### src/rtl/serial_mag_comp.sv
// Bit-serial MSB-first magnitude comparator with a start/busy/done handshake.
// Define SERIAL_COMP_EARLY_EXIT_EN to end SHIFT at the first differing bit.
module serial_mag_comp #(
  parameter int WIDTH = 8
) (
  input  logic             clk,
  input  logic             rst_n,
  input  logic             start,
  input  logic [WIDTH-1:0] a,
  input  logic [WIDTH-1:0] b,
  output logic             busy,
  output logic             done,
  output logic             eq,
  output logic             gt,
  output logic             lt,
  output logic             bit_x,
  output logic             bit_y
);

  localparam int IW = (WIDTH > 1) ? $clog2(WIDTH) : 1;
  localparam logic [IW-1:0] IDX_TOP = IW'(WIDTH - 1);

  typedef enum logic [1:0] {S_IDLE, S_SHIFT, S_DONE} state_t;

  state_t           r_state;
  logic [WIDTH-1:0] r_sa, r_sb;
  logic [IW-1:0]    r_idx;
  logic             r_busy, r_done, r_eq, r_gt, r_lt;

  logic w_x, w_y, w_diff, w_seen, w_first, w_end;

  assign w_x     = r_sa[r_idx];
  assign w_y     = r_sb[r_idx];
  assign w_diff  = w_x ^ w_y;
  assign w_seen  = r_gt | r_lt;
  // Only the most significant difference may set the verdict.
  assign w_first = w_diff & ~w_seen;

`ifdef SERIAL_COMP_EARLY_EXIT_EN
  assign w_end = (r_idx == '0) | w_first;
`else
  assign w_end = (r_idx == '0);
`endif

  always_ff @(posedge clk or negedge rst_n) begin
    if (!rst_n) begin
      r_state <= S_IDLE;
      r_sa    <= '0;
      r_sb    <= '0;
      r_idx   <= '0;
      r_busy  <= 1'b0;
      r_done  <= 1'b0;
      r_eq    <= 1'b0;
      r_gt    <= 1'b0;
      r_lt    <= 1'b0;
    end else begin
      case (r_state)
        S_IDLE: begin
          if (start) begin
            r_sa    <= a;
            r_sb    <= b;
            r_idx   <= IDX_TOP;
            r_eq    <= 1'b0;
            r_gt    <= 1'b0;
            r_lt    <= 1'b0;
            r_busy  <= 1'b1;
            r_state <= S_SHIFT;
          end
        end
        S_SHIFT: begin
          if (w_first) begin
            r_gt <= w_x;
            r_lt <= w_y;
          end
          if (w_end) begin
            r_eq    <= ~(w_seen | w_diff);
            r_done  <= 1'b1;
            r_busy  <= 1'b0;
            r_state <= S_DONE;
          end else begin
            r_idx <= r_idx - 1'b1;
          end
        end
        S_DONE: begin
          r_done  <= 1'b0;
          r_state <= S_IDLE;
        end
        default: r_state <= S_IDLE;
      endcase
    end
  end

  assign busy  = r_busy;
  assign done  = r_done;
  assign eq    = r_eq;
  assign gt    = r_gt;
  assign lt    = r_lt;
  assign bit_x = w_x;
  assign bit_y = w_y;

endmodule

### config.mk
export PLATFORM = sky130hd
export DESIGN_NAME = serial_mag_comp
export DESIGN_NICKNAME = d
export VERILOG_FILES = /design/src/rtl/serial_mag_comp.sv
export SDC_FILE = /design/constraint.sdc
export NUM_CORES = 1
export LEC_CHECK = 0
export CAP_MARGIN = 40
export CORE_MARGIN = 2
export CORE_UTILIZATION = 44
export DETAILED_ROUTE_END_ITERATION = 8
export PLACE_DENSITY = 0.8
export SYNTH_ARGS = -nofsm -noshare
export SYNTH_HDL_FRONTEND = slang
export SYNTH_SLANG_ARGS = --single-unit
### constraint.sdc
create_clock -name clk -period 1.5 [get_ports clk]
set_clock_uncertainty 0.1 [all_clocks]
set_input_delay 0.225 -clock clk [delete_from_list [all_inputs] [get_ports clk]]
set_output_delay 0.225 -clock clk [all_outputs]
set_load 0.005 [all_outputs]
==> impl_metrics.prom, run 1 <==
# TYPE chip_impl_metric gauge
chip_impl_info{name="outcome",value="finished with violations"} 1
chip_impl_info{name="violations",value="setup timing"} 1
chip_impl_metric{name="dpl_cell_area",unit="sq um"} 1560
chip_impl_info{name="grt_setup_unrepaired",value="yes"} 1
chip_impl_info{name="yosys.area.top_type",value="dfrtp_1"} 1
chip_impl_metric{name="setup_slack",unit="ps"} -619
chip_impl_metric{name="htreeDepth",unit=""} 1
chip_impl_metric{name="postCtsHoldBufs",unit=""} 0
chip_impl_info{name="root_buffer",value="clkbuf_4"} 1
chip_impl_metric{name="insertion_delay",unit="ps"} 330
chip_impl_metric{name="irDropWorstVdd",unit="mV"} 1.51
chip_impl_metric{name="gpl.final_weighted_congestion",unit=""} 0.791
chip_impl_metric{name="number_of_sinks_on_the_clock_net",unit=""} 26
chip_impl_metric{name="synth_edf_count",unit=""} 0
chip_impl_info{name="synthMostInstantiatedCell",value="nand2_1"} 1
chip_impl_metric{name="flow.area_growth_from_synthesis",unit="%"} 43.2
chip_impl_info{name="netlist_top_cells_area",value="dfrtp_1 (54%), nand2_1 (17%), mux4_2 (7.5%)"} 1
chip_impl_metric{name="finalHoldViolations",unit=""} 0
chip_impl_metric{name="leakagePower",unit="nW"} 0.859
chip_impl_metric{name="num_rows",unit=""} 18
chip_impl_info{name="reg2reg_to",value="eq$_DFFE_PN0P_"} 1
chip_impl_metric{name="critical_path.n_buffers_inverters",unit=""} 2
chip_impl_metric{name="synth.net_count",unit=""} 142
chip_impl_metric{name="layout.core_utilization",unit="%"} 68.3
chip_impl_metric{name="netlist-cell-type-count",unit=""} 26
chip_impl_metric{name="fillers",unit=""} 206
chip_impl_info{name="critical-path-top-delay-family",value="multiplexers"} 1
chip_impl_info{name="timing.rr.start",value="r_idx[0]$_DFFE_PN0P_"} 1
chip_impl_metric{name="wirelength",unit="microns"} 2480
chip_impl_metric{name="critical_path_depth",unit=""} 4
chip_impl_metric{name="drtAntennaViolNets",unit=""} 0
chip_impl_metric{name="core_box_area",unit="sq um"} 2520
chip_impl_metric{name="sequential_element_share_of_the_synthesized_area",unit="%"} 54.1
chip_impl_metric{name="drc",unit=""} 0
chip_impl_info{name="synth.top_cells.by_count",value="nand2_1 (53), dfrtp_1 (26), clkbuf_1 (5), inv_1 (5)"} 1
chip_impl_metric{name="grt-ovfl-total",unit=""} 0
chip_impl_metric{name="regToRegSetupSlack",unit="ps"} -530
chip_impl_metric{name="cts_buffer_depth",unit=""} 2
chip_impl_metric{name="antenna_violations_before_repair",unit=""} 0
chip_impl_metric{name="drt_first_pass_iters",unit=""} 4
chip_impl_metric{name="synth-compound-area-share",unit="%"} 5.83
chip_impl_metric{name="synth.ff_latch_count",unit=""} 26
chip_impl_metric{name="dp_worst_setup_slack",unit="ps"} -643
chip_impl_metric{name="peak_clock_frequency_supported_by_timing",unit="MHz"} 472
chip_impl_metric{name="antenna_diodes",unit=""} 0
chip_impl_metric{name="final_min_period_over_clock_period",unit="%"} 141
chip_impl_metric{name="totalNegativeSetupSlack",unit="ps"} -2780
chip_impl_metric{name="synth-simple-area-share",unit="%"} 21.9
chip_impl_info{name="timing.critical_path.slowest_stage_cell",value="mux4_2"} 1
chip_impl_metric{name="setup_viol_count_final",unit=""} 7
chip_impl_metric{name="final_max_slew_viol_count",unit=""} 0
chip_impl_metric{name="finalNetCount",unit=""} 188
chip_impl_info{name="worst_hold_path_type",value="input pin to async pin"} 1
chip_impl_metric{name="detail_route.wl_per_cell",unit="microns"} 12.7
chip_impl_info{name="sort_of_element_at_the_start_of_the_critical_path",value="flop"} 1
chip_impl_metric{name="floorplan.die_area",unit="sq um"} 3170
chip_impl_metric{name="synthDominantCellAreaShare",unit="%"} 54.1
chip_impl_metric{name="synth-adder-area-share",unit="%"} 2.08
chip_impl_info{name="synth_top_family_by_area",value="simple AND/OR/NAND/NOR gates"} 1
chip_impl_metric{name="worst-r2r-cell-count",unit=""} 7
chip_impl_metric{name="initial_core_utilization",unit="%"} 47.7
chip_impl_metric{name="die_width",unit="microns"} 56.3
chip_impl_metric{name="critical_path.max_stage_delay",unit="ps"} 490
chip_impl_metric{name="crit_arrival",unit="ps"} 1790
chip_impl_metric{name="grt_start_max_net_pins",unit=""} 27
chip_impl_metric{name="ratio_of_cells_with_drive_above_1_in_the_final_layout",unit="%"} 25.3
chip_impl_metric{name="synthXorXnorAreaFrac",unit="%"} 1.46
chip_impl_metric{name="yosys_warnings",unit=""} 0
chip_impl_info{name="cells_along_the_critical_path",value="buf_12, mux4_2, mux2_4, buf_6"} 1
chip_impl_metric{name="grt_first_pass_wirelength",unit="microns"} 4430
chip_impl_metric{name="max_slew.worst_pin.slew",unit="ps"} 327
chip_impl_metric{name="muxShareOfSynthArea",unit="%"} 10.6
chip_impl_metric{name="routed_via_density",unit=""} 4.97
chip_impl_metric{name="track_usage",unit="%"} 18.0
chip_impl_metric{name="timing.max_cap.violations",unit=""} 0
chip_impl_metric{name="min_period",unit="ps"} 2120
chip_impl_metric{name="clk_transition_reported_paths",unit="ps"} 150
chip_impl_metric{name="port_buffers",unit=""} 25
chip_impl_metric{name="fp.dieH",unit="microns"} 56.3
chip_impl_metric{name="postSynthAreaPerCell",unit="sq um"} 9.94
chip_impl_metric{name="netlist_instances",unit=""} 121
chip_impl_metric{name="synth_async_sr_flop_share",unit="%"} 100
chip_impl_metric{name="cellPowerDensity",unit="nW/um^2"} 2200
chip_impl_metric{name="synth_area",unit="sq um"} 1200
chip_impl_metric{name="timing.critical_path.fanout_max",unit=""} 3
chip_impl_metric{name="worst_slew_slack_as_a_fraction_of_its_limit",unit="%"} 78.2
chip_impl_info{name="tritoncts",value="done"} 1
chip_impl_info{name="critPathKind",value="flop to output pin"} 1
chip_impl_metric{name="detailedPlacementHpwl",unit="microns"} 1780
chip_impl_metric{name="cts_made_buffers",unit=""} 3
chip_impl_metric{name="worstPathRequired",unit="ps"} 1170
chip_impl_metric{name="fin_area",unit="sq um"} 1720
chip_impl_info{name="synth_top_flop_cell",value="dfrtp_1"} 1
chip_impl_metric{name="via_count",unit=""} 975
chip_impl_metric{name="initialDrtViolationCount",unit=""} 25
chip_impl_info{name="worst_setup_path_end_kind",value="output pin"} 1
chip_impl_metric{name="via_count_of_the_first_global_routing_pass",unit=""} 1029
chip_impl_metric{name="io-pin-count",unit=""} 26
==> placed cells by master (no fill, tap or decap), types with 2 or more instances in the layout <==
cell type	instances
nand2_1	53
dfrtp_1	25
buf_4	19
clkdlybuf4s50_1	18
dlygate4sd2_1	5
inv_1	4
mux4_2	4
nor2_1	3
clkbuf_4	3
buf_6	3
nand2b_1	2
o21ai_1	2
==> registers in the layout, summed over array words and instances, names as in the netlist <==
name,cells
r_sb,8
eq,1
r_idx,3
r_sa,8
done,1
busy,1
lt,1
r_state,2
gt,1
==> worst max path at each step <==
stage,start,end,slack (ps)
after CTS,r_idx[0]$_DFFE_PN0P_,bit_y,-620
after global routing,r_idx[0]$_DFFE_PN0P_,bit_y,-660
final,r_idx[0]$_DFFE_PN0P_,bit_y,-620
after floorplan,r_idx[0]$_DFFE_PN0P_,lt$_DFFE_PN0P_,-190
after detailed placement,r_idx[0]$_DFFE_PN0P_,bit_y,-640
after global placement,r_idx[0]$_DFFE_PN0P_,bit_y,-560
==> where the power goes <==
part | leakage [nW] | total (mW) | switching (mW) | internal (mW)
Combinational | 0.517 | 2.07 | 0.864 | 1.21
Clock | 0.0279 | 0.492 | 0.221 | 0.271
Sequential | 0.314 | 1.22 | 0.203 | 1.02
==> routing by layer <==
layer | track usage (%) | share of wire (%)
met1 | 21.5 | 42
met4 | 6.46 | 1.8
met5 | 0 | 0
met2 | 33.1 | 51
met3 | 2.07 | 4.7
==> per-stage QoR <==
step	hold slack, ps	instances	power, mW
after global placement	359	183	2.81
final	136	196	3.79
after floorplan	-171	121	2.21
after CTS	151	194	3.62
after detailed placement	361	183	2.91
after global routing	176	196	4.06
==> area by class of cell <==
cell class	instances	area, sq um	area share [%]
repair buffers	47	425	24.7
clock buffers	3	22.5	1.31
multi-input cells	84	536	31.1
well taps	30	37.5	2.18
inverters	5	18.8	1.09
clock inverters	1	30.0	1.74
flip-flops and latches	26	652	37.9
==> repair_timing <==
action                     4_1_cts  5_1_grt
pin swaps                        1        1
setup endpoints to repair       16       15
cloned                           0        0
buffers inserted                 7        2
resized for setup               22        3
==> worst register-to-register path, delay by kind of cell (launching register included) <==
kind                      cells  cell delay [ps]
AOI/OAI and AO/OA             1               80
DFF                           1              440
buffers and inverters         3              370
xor gates and xnor gates      1              140
muxes                         2              800
==> cells by family (layout without fill, tap and decap cells) <==
logic type | count (synthesis) | count (layout)
adder cells (fa/ha/maj) | 2 | 2
AO/OA/AOI/OAI | 9 | 9
XOR/XNOR | 2 | 2
AND/OR/NAND/NOR | 65 | 65
flip-flops | 26 | 26
buffers and inverters | 11 | 56
multiplexers | 6 | 6
Power figures use the tool's default switching activity.
==> inputs of run 2 (changes only) <==
--- a/config.mk
+++ b/config.mk
@@ -7,2 +7,3 @@
 export LEC_CHECK = 0
+export ABC_AREA = 0
 export CAP_MARGIN = 40
==> constraint.sdc (replaced) <==
create_clock -name clk -period 1.5 [get_ports clk]
set_clock_uncertainty 0.1 [all_clocks]
set_input_delay 0.375 -clock clk [delete_from_list [all_inputs] [get_ports clk]]
set_output_delay 0.375 -clock clk [all_outputs]
set_load 0.005 [all_outputs]
==> run 2 against run 1 <==
The flow still finishes with violations (setup timing). Clock power decreased by 28%. Core utilization decreased by 2.0 points. Sequential cell count unchanged. Non-clock buffer count decreased by 2. Critical path type unchanged. Largest cell class unchanged.
==> impl_metrics.prom, run 2 (synthesis gave the netlist of run 1 again) <==
# TYPE chip_impl_metric gauge
chip_impl_metric{name="setup_slack",unit="ps"} -760
chip_impl_metric{name="detailedPlacementHpwl",unit="microns"} 1810
chip_impl_metric{name="ratio_of_cells_with_drive_above_1_in_the_final_layout",unit="%"} 21.3
chip_impl_metric{name="fin_area",unit="sq um"} 1670
chip_impl_info{name="tritoncts",value="done"} 1
chip_impl_metric{name="fp.dieH",unit="microns"} 56.3
chip_impl_info{name="layout_top_registers",value="r_sa x8, r_sb x8, r_idx x3"} 1
chip_impl_metric{name="placed_cells",unit=""} 184
chip_impl_metric{name="die_width",unit="microns"} 56.3
chip_impl_metric{name="wirelength",unit="microns"} 2550
chip_impl_metric{name="grt-ovfl-total",unit=""} 0
chip_impl_metric{name="antenna_violations_before_repair",unit=""} 0
chip_impl_metric{name="worst-r2r-cell-count",unit=""} 5
chip_impl_metric{name="grt_start_max_net_pins",unit=""} 27
chip_impl_info{name="sort_of_element_at_the_start_of_the_critical_path",value="flop"} 1
chip_impl_info{name="layout_commonest_cell",value="nand2_1"} 1
chip_impl_metric{name="grt_util_met1",unit="%"} 22.3
chip_impl_metric{name="final_max_slew_viol_count",unit=""} 0
chip_impl_info{name="timing.rr.start",value="r_idx[0]$_DFFE_PN0P_"} 1
chip_impl_metric{name="detail_route.wl_per_cell",unit="microns"} 13.1
chip_impl_metric{name="max_slew.worst_pin.slew",unit="ps"} 290
chip_impl_metric{name="via_count_of_the_first_global_routing_pass",unit=""} 1063
chip_impl_metric{name="worst_slew_slack_as_a_fraction_of_its_limit",unit="%"} 80.6
chip_impl_metric{name="drc",unit=""} 0
chip_impl_info{name="violations",value="setup timing"} 1
chip_impl_metric{name="fillers",unit=""} 210
chip_impl_metric{name="cts_made_buffers",unit=""} 3
chip_impl_metric{name="floorplan.die_area",unit="sq um"} 3170
chip_impl_metric{name="initialDrtViolationCount",unit=""} 28
chip_impl_metric{name="cellPowerDensity",unit="nW/um^2"} 2070
chip_impl_metric{name="peak_clock_frequency_supported_by_timing",unit="MHz"} 442
chip_impl_info{name="grt_setup_unrepaired",value="yes"} 1
chip_impl_metric{name="met2_routing_resource_usage_after_global_routing",unit="%"} 32.8
chip_impl_metric{name="fin_cells",unit=""} 194
chip_impl_metric{name="postCtsHoldBufs",unit=""} 0
chip_impl_metric{name="finalNetCount",unit=""} 186
chip_impl_metric{name="port_buffers",unit=""} 25
chip_impl_metric{name="htreeDepth",unit=""} 1
chip_impl_metric{name="flow.area_growth_from_synthesis",unit="%"} 39.0
chip_impl_info{name="reg2reg_to",value="lt$_DFFE_PN0P_"} 1
chip_impl_info{name="critPathKind",value="flop to output pin"} 1
chip_impl_info{name="worst_setup_path_end_kind",value="output pin"} 1
chip_impl_metric{name="num_rows",unit=""} 18
chip_impl_metric{name="core_box_area",unit="sq um"} 2520
chip_impl_metric{name="grt_use_met3",unit="%"} 2.30
chip_impl_metric{name="initial_core_utilization",unit="%"} 47.7
chip_impl_metric{name="insertion_delay",unit="ps"} 320
chip_impl_metric{name="timing.critical_path.fanout_max",unit=""} 4
chip_impl_info{name="most-common-layout-cells",value="nand2_1 (53), dfrtp_1 (25), clkdlybuf4s50_1 (18), buf_4 (16), inv_1 (5)"} 1
chip_impl_metric{name="number_of_sinks_on_the_clock_net",unit=""} 26
chip_impl_metric{name="timing.max_cap.violations",unit=""} 0
chip_impl_metric{name="finalHoldViolations",unit=""} 0
chip_impl_metric{name="grt_first_pass_wirelength",unit="microns"} 4610
chip_impl_metric{name="final_min_period_over_clock_period",unit="%"} 151
chip_impl_metric{name="track_usage",unit="%"} 18.3
chip_impl_info{name="worst_hold_path_type",value="input pin to async pin"} 1
chip_impl_metric{name="antenna_diodes",unit=""} 0
chip_impl_metric{name="worstPathRequired",unit="ps"} 1020
chip_impl_metric{name="gpl.final_weighted_congestion",unit=""} 0.779
chip_impl_info{name="outcome",value="finished with violations"} 1
chip_impl_metric{name="regToRegSetupSlack",unit="ps"} -430
chip_impl_metric{name="via_count",unit=""} 967
chip_impl_metric{name="io-pin-count",unit=""} 26
chip_impl_metric{name="irDropWorstVdd",unit="mV"} 1.35
chip_impl_metric{name="crit_arrival",unit="ps"} 1790
chip_impl_metric{name="dpl_cell_area",unit="sq um"} 1580
chip_impl_info{name="root_buffer",value="clkbuf_4"} 1
chip_impl_metric{name="drtAntennaViolNets",unit=""} 0
chip_impl_metric{name="clk_transition_reported_paths",unit="ps"} 140
chip_impl_metric{name="drt_first_pass_iters",unit=""} 5
chip_impl_metric{name="cts_buffer_depth",unit=""} 2
chip_impl_metric{name="routed_via_density",unit=""} 4.98
chip_impl_metric{name="leakagePower",unit="nW"} 0.839
chip_impl_metric{name="final-seq-area",unit="sq um"} 652
chip_impl_metric{name="min_period",unit="ps"} 2260
chip_impl_metric{name="area_occupied_by_multi_input_gates",unit="sq um"} 510
chip_impl_info{name="grt_busiest_layer",value="met2"} 1
chip_impl_metric{name="setup_viol_count_final",unit=""} 10
run 2: critical path: stages (launching register included):
cell     delay (ps)
dfrtp_2         450
buf_6           110
mux4_2          480
mux2_4          300
buf_6           120
run 2: worst max-delay path by stage:
stage | startpoint | end | slack (ps) | cells past startpoint
floorplan | r_idx[0]$_DFFE_PN0P_ | bit_x | -210 | 4
global placement | r_idx[0]$_DFFE_PN0P_ | bit_y | -710 | 3
detailed placement | r_idx[0]$_DFFE_PN0P_ | bit_y | -760 | 3
CTS | r_idx[0]$_DFFE_PN0P_ | bit_y | -750 | 4
global route | r_idx[0]$_DFFE_PN0P_ | bit_y | -790 | 4
finish | r_idx[0]$_DFFE_PN0P_ | bit_y | -760 | 4
run 2: layout make-up:
| type | instances | share of cell area, % |
|---|---|---|
| timing repair buffer | 45 | 24.9 |
| sequential | 26 | 39.0 |
| tap | 30 | 2.25 |
| clock buffer | 4 | 2.17 |
| multi-input combinational | 84 | 30.5 |
| inverter | 5 | 1.12 |
run 2: stage by stage:
| step | hold WS, ps | power [mW] | setup WS (ps) | util, % | TNS, ps |
|---|---|---|---|---|---|
| 2_1_floorplan | -20.6 | 2.21 | -206 | - | -885 |
| 3_3_place_gp | 358 | 2.84 | -714 | 62.5 | -4110 |
| 3_5_place_dp | 362 | 2.92 | -757 | 62.5 | -5030 |
| 4_1_cts | 286 | 3.46 | -750 | 66.2 | -3130 |
| 5_1_grt | 287 | 3.72 | -794 | 66.3 | -4000 |
| 6_report | 287 | 3.46 | -760 | 66.3 | -3190 |
run 2: power by group:
| group | internal, mW | switching (mW) |
|---|---|---|
| sequential | 1.02 | 0.211 |
| clock | 0.148 | 0.205 |
| combinational | 1.09 | 0.791 |
| total | 2.25 | 1.21 |
run 2: layer usage:
layer / routed length [microns] / part of all wire, %
met4: 8 / 0.31
met5: 0 / 0
met2: 1320 / 52
met1: 1110 / 44
met3: 105 / 4.1
run 2: timing repair:
item                                    in CTS  in global routing
gates resized for setup                     19                  2
endpoints found under the setup margin      15                 13
setup buffers                                6                  0
pin swaps                                    1                  0
